**config.mk**
```make
export PLATFORM = sky130hd
export DESIGN_NAME = mem_wb_stage_flat
export DESIGN_NICKNAME = d
export VERILOG_FILES = /design/src/rtl/mem_wb_stage_if.sv /design/src/rtl/mem_wb_stage.sv /design/src/flat_wrapper.sv
export SDC_FILE = /design/constraint.sdc
export NUM_CORES = 2
export LEC_CHECK = 0
export BUFFER_PORTS_ARGS = -buffer_cell sky130_fd_sc_hd__buf_4
export CAP_MARGIN = 40
export CORE_MARGIN = 4
export CORE_UTILIZATION = 37
export DETAILED_ROUTE_END_ITERATION = 10
export SYNTH_ARGS = -nofsm -noshare
export SYNTH_HDL_FRONTEND = slang
export SYNTH_SLANG_ARGS = --single-unit
```
**constraint.sdc**
```tcl
create_clock -name clk -period 4.8 [get_ports clk]
set_clock_uncertainty 0.05 [all_clocks]
set_input_delay 0.24 -clock clk [delete_from_list [all_inputs] [get_ports clk]]
set_output_delay 0.24 -clock clk [all_outputs]
set_load 0.005 [all_outputs]
```
**src/rtl/mem_wb_stage_if.sv**
```systemverilog
// EX/MEM -> MEM/WB bus: EX/MEM fields in, registered MEM/WB fields and write-back value out.
interface mem_wb_stage_if #(
  parameter int DATA_W = 8,
  parameter int ADDR_W = 8,
  parameter int REG_W  = 3
);
  logic              enb;
  logic [DATA_W-1:0] IaluResult;
  logic [DATA_W-1:0] Ir2;
  logic [REG_W-1:0]  Idest;
  logic [REG_W-1:0]  IR2Address;
  logic              IDMMemWrite;
  logic              IregWrite;
  logic              IregWriteDataSel;
  logic [DATA_W-1:0] OmemData;
  logic [DATA_W-1:0] OaluResult;
  logic [REG_W-1:0]  Odest;
  logic              OregWrite;
  logic              OregWriteDataSel;
  logic [DATA_W-1:0] wbData;

  modport master (
    output enb, IaluResult, Ir2, Idest, IR2Address, IDMMemWrite, IregWrite, IregWriteDataSel,
    input  OmemData, OaluResult, Odest, OregWrite, OregWriteDataSel, wbData
  );

  modport slave (
    input  enb, IaluResult, Ir2, Idest, IR2Address, IDMMemWrite, IregWrite, IregWriteDataSel,
    output OmemData, OaluResult, Odest, OregWrite, OregWriteDataSel, wbData
  );
endinterface

```
**src/rtl/mem_wb_stage.sv**
```systemverilog
// Memory-access stage: async-read / sync-write data memory with store-data forwarding
// from write-back, plus the MEM/WB pipeline register.
module mem_wb_stage #(
  parameter int DATA_W = 8,
  parameter int ADDR_W = 8,
  parameter int REG_W  = 3
) (
  input  logic          clk,
  input  logic          rst,
  mem_wb_stage_if.slave bus
);
  localparam int DEPTH = 2 ** ADDR_W;

  logic [DATA_W-1:0] mem [DEPTH];
  logic [ADDR_W-1:0] addr;
  logic [DATA_W-1:0] rdata;
  logic [DATA_W-1:0] store_data;
  logic              fwd;

  assign addr  = bus.IaluResult[ADDR_W-1:0];
  assign rdata = mem[addr];

  // Forwarding source is the MEM/WB register itself, so it stays stable through a stall.
  assign fwd        = bus.OregWrite && (bus.Odest == bus.IR2Address);
  assign store_data = fwd ? bus.wbData : bus.Ir2;

  assign bus.wbData = bus.OregWriteDataSel ? bus.OmemData : bus.OaluResult;

  always_ff @(posedge clk) begin
    if (rst) begin
      for (int i = 0; i < DEPTH; i++) mem[i] <= '0;
      bus.OmemData         <= '0;
      bus.OaluResult       <= '0;
      bus.Odest            <= '0;
      bus.OregWrite        <= 1'b0;
      bus.OregWriteDataSel <= 1'b0;
    end else if (bus.enb) begin
      if (bus.IDMMemWrite) mem[addr] <= store_data;
      // rdata is sampled before the write lands: same-address read returns old contents.
      bus.OmemData         <= rdata;
      bus.OaluResult       <= bus.IaluResult;
      bus.Odest            <= bus.Idest;
      bus.OregWrite        <= bus.IregWrite;
      bus.OregWriteDataSel <= bus.IregWriteDataSel;
    end
  end
endmodule

```
**src/flat_wrapper.sv**
```systemverilog
// flat-port wrapper written by rule: the top's interface ports become plain ports
module mem_wb_stage_flat 
#(
  parameter int DATA_W = 8,
  parameter int ADDR_W = 8,
  parameter int REG_W  = 3
)
  (clk, rst, bus_enb, bus_IaluResult, bus_Ir2, bus_Idest, bus_IR2Address, bus_IDMMemWrite, bus_IregWrite, bus_IregWriteDataSel, bus_OmemData, bus_OaluResult, bus_Odest, bus_OregWrite, bus_OregWriteDataSel, bus_wbData);
  mem_wb_stage_if #(.DATA_W(DATA_W), .ADDR_W(ADDR_W), .REG_W(REG_W)) bus_i ();
  input  logic clk;
  input  logic rst;
  input wire logic [$bits(bus_i.enb)-1:0] bus_enb;
  input wire logic [$bits(bus_i.IaluResult)-1:0] bus_IaluResult;
  input wire logic [$bits(bus_i.Ir2)-1:0] bus_Ir2;
  input wire logic [$bits(bus_i.Idest)-1:0] bus_Idest;
  input wire logic [$bits(bus_i.IR2Address)-1:0] bus_IR2Address;
  input wire logic [$bits(bus_i.IDMMemWrite)-1:0] bus_IDMMemWrite;
  input wire logic [$bits(bus_i.IregWrite)-1:0] bus_IregWrite;
  input wire logic [$bits(bus_i.IregWriteDataSel)-1:0] bus_IregWriteDataSel;
  output wire logic [$bits(bus_i.OmemData)-1:0] bus_OmemData;
  output wire logic [$bits(bus_i.OaluResult)-1:0] bus_OaluResult;
  output wire logic [$bits(bus_i.Odest)-1:0] bus_Odest;
  output wire logic [$bits(bus_i.OregWrite)-1:0] bus_OregWrite;
  output wire logic [$bits(bus_i.OregWriteDataSel)-1:0] bus_OregWriteDataSel;
  output wire logic [$bits(bus_i.wbData)-1:0] bus_wbData;
  assign bus_i.enb = bus_enb;
  assign bus_i.IaluResult = bus_IaluResult;
  assign bus_i.Ir2 = bus_Ir2;
  assign bus_i.Idest = bus_Idest;
  assign bus_i.IR2Address = bus_IR2Address;
  assign bus_i.IDMMemWrite = bus_IDMMemWrite;
  assign bus_i.IregWrite = bus_IregWrite;
  assign bus_i.IregWriteDataSel = bus_IregWriteDataSel;
  assign bus_OmemData = bus_i.OmemData;
  assign bus_OaluResult = bus_i.OaluResult;
  assign bus_Odest = bus_i.Odest;
  assign bus_OregWrite = bus_i.OregWrite;
  assign bus_OregWriteDataSel = bus_i.OregWriteDataSel;
  assign bus_wbData = bus_i.wbData;
  mem_wb_stage #(.DATA_W(DATA_W), .ADDR_W(ADDR_W), .REG_W(REG_W)) u_core (.clk(clk), .rst(rst), .bus(bus_i));
endmodule
```
==> flow_summary.toml <==
[global_routing]
grt_pass1_wl_um = 397000
antenna_found_initial = 9
globalRouteTotalUtil = 0.215
grt_pass1_vias = 54900
grt_use_met2 = 0.345
met3_usage = 0.0397
grt_overflow = 0
grt_use_met1 = 0.291
grt.busiest_layer = "met2"
grt_max_degree = 115

[routing]
drt_iter0_drc = 8135
routed_wl_um = 275000
via_count = 56100
firstDrtPassIters = 6
viasPerCell = 5.75
routedWlPerCell_um = 28.1
drc = 0
final_antenna_net_count = 0

[cts]
path_clk_slew_ns = 0.06
post_cts_buffers = 0
cts.sinks = 2069
cts-root-buf = "clkbuf_16"
cts.path.max_buffers = 3
cts_max_level = 4
worstSkewPairLatency_ns = 0.88
cts_made_buffers = 213
cts_tree = "done"

[power_and_ir_drop]
power.total_mw = 39.9
p_leak_nw = 36.5
ir_drop_v = 0.000300
power.density_mw_per_mm2 = 389

[synth]
ys_ff_latch = 2069
yosysTopAreaCellShare = 0.677
synth_top_family_by_area = "multiplexers"
synth_xor_area_frac = 0.000289
avgSynthCellArea_um2 = 14.2
synthAdderAreaFrac = 0
synthTopCellsByCount = "nor2_1 (2119), edfxtp_1 (2048), mux4_2 (473), nand2_1 (327), clkbuf_1 (300)"
synth.area.mux_share = 0.141
synth_simple_gate_area_frac = 0.127
synth.yosys.seq_area_share = 0.682
synth.net_count = 6408
synthTopCellsByArea = "edfxtp_1 (68%), mux4_2 (12%), nor2_1 (8.8%)"
ys_types = 67
yosysTopAreaCell = "edfxtp_1"
synth.most_common_cell = "nor2_1"
synth_top_flop_cell = "edfxtp_1"
synth_edf_count = 2048
async_flop_share = 0
netlist_instances = 6380
synth_area_mm2 = 0.0908
synth_compound_area_frac = 0.0231
ys_warn_count = 0

[placed_design]
io_buffer_count = 56
finalWeightedCongestion = 0.886
place_ws_ns = 0.735
hpwlAfterDp_um = 177000
dpl.cell_count = 9343
placed_area_mm2 = 0.0953

[outcome]
run_status = "finished, final reports clean"

[finish]
syn_to_final_growth_pct = 12.9
nets = 6408
final_cells = 9769
stdcell_area_mm2 = 0.103
postLayoutCoreUtil = 0.421
layout-drive-gt1-share = 0.169
regArea_mm2 = 0.0619
multi_input_area_mm2 = 0.0269
fillers = 21900

[worst_setup_path]
crit_type = "in -> reg"
cp_slowest_stage_delay_ns = 0.72
arrival_ns = 4.01
slowest_stage = "nor3_4"
required_ns = 5.26
crit_path_start_kind = "input port"
crit_buf_inv = 3
path_cells = "dlygate4sd3_1, buf_4, nand2_1, nor3_1, nand2b_1, nor3_4, buf_4, nand2_1, nand2b_1"
critPathTopFamily = "simple AND/OR/NAND/NOR gates"
cp_max_fo = 17
cp-end-kind = "flip-flop"

[die]
core_area_mm2 = 0.244
rows = 181
start_util = 0.373
io_pins = 57
die_height_um = 503
die_x_um = 503
dieArea_mm2 = 0.253

[sta]
whs_ns = 0.184
fin_setup_tns_ns = 0
max_freq_ghz = 0.282
fin_crit_ns = 3.55
slew_headroom = 0.405
tightest_slew_ns = 0.893
post-route-period-util = 0.739
maxSlewViolCount = 0
rsz0062_at_grt = "no"
setup_ws_ns = 1.25
finalHoldViolations = 0
setup_viol = 0

[job]
cap_violations = 0

[min_path]
min-delay-path-class = "in -> reg"
[logic make-up after synthesis]
| kind of cell | count (synthesis) |
|---|---|
| simple gates | 2834 |
| flops | 2069 |
| mux | 683 |
| buf+inv | 498 |
| compound gates | 293 |
| xor+xnor | 3 |
[layer usage]
metal / vias up / wire length, µm
li1: 23500 / -
met1: 28900 / 105000
met4: 10 / 11900
met2: 3152 / 131000
met3: 557 / 26400
met5: - / 68
[layout make-up]
class                           count  share of cell area
Antenna cell                        2           0.0000488
Timing Repair Buffer              277              0.0268
Multi-Input combinational cell   3813               0.262
Tap cell                         3202              0.0391
Sequential cell                  2069               0.604
Clock buffer                      258              0.0542
Inverter                            6            0.000281
Clock inverter                    142              0.0136
[final timing paths]
path                               startpoint  cells past startpoint  slack, ns                  endpoint
setup reg to reg  u_core.bus.OregWriteDataSel                      5       1.59        u_core.mem[222][3]
hold reg to reg      u_core.bus.OaluResult[4]                      2       0.48  u_core.bus.OaluResult[4]
setup / recovery                      bus_enb                      9       1.25         u_core.mem[16][5]
hold / removal              bus_IaluResult[4]                      4       0.18  u_core.bus.OaluResult[4]
[power by group]
group	internal [mW]	switching [mW]	leakage [nW]
clock	9.31	7.28	3.37
combinational	0.907	1.94	11.0
sequential	20.3	0.180	22.2
total	30.5	9.41	36.5
[sequential cells by signal, summed over array words and instances, names as in the netlist]
name                         flops
u_core.bus.OregWriteDataSel      1
u_core.bus.OmemData              8
u_core.bus.OaluResult            8
u_core.bus.Odest                 3
u_core.bus.OregWrite             1
u_core.mem                    2048
[cell usage in the layout (no fill, tap or decap), types with 12 or more instances in the layout]
master         count
nand2_1          327
nand2b_1         260
nand3_1           45
mux2i_1          175
a22oi_1           68
clkinv_2          45
nor3_1            13
dfxtp_1           21
a211oi_1          17
bufinv_16         19
buf_12            41
clkinv_1          51
o21ai_0           21
buf_4            198
o221ai_1          12
clkinvlp_4        12
o22ai_1           65
nor2_4            13
clkbuf_1          40
edfxtp_1        2048
dlygate4sd3_1     24
nor2_1          2106
mux2_2            25
a21oi_1           25
clkbuf_16        214
mux4_2           473
[timing repair]
item	in CTS	in global routing
endpoints found under the hold margin	81	0
gates resized for setup	0	0
hold buffers	24	0
[tightest hold or removal path, stage by stage]
cell,delay [ns]
buf_4,0.24
buf_4,0.32
mux2i_1,0.16
nor2_1,0.05
Power figures use the tool's default switching activity.
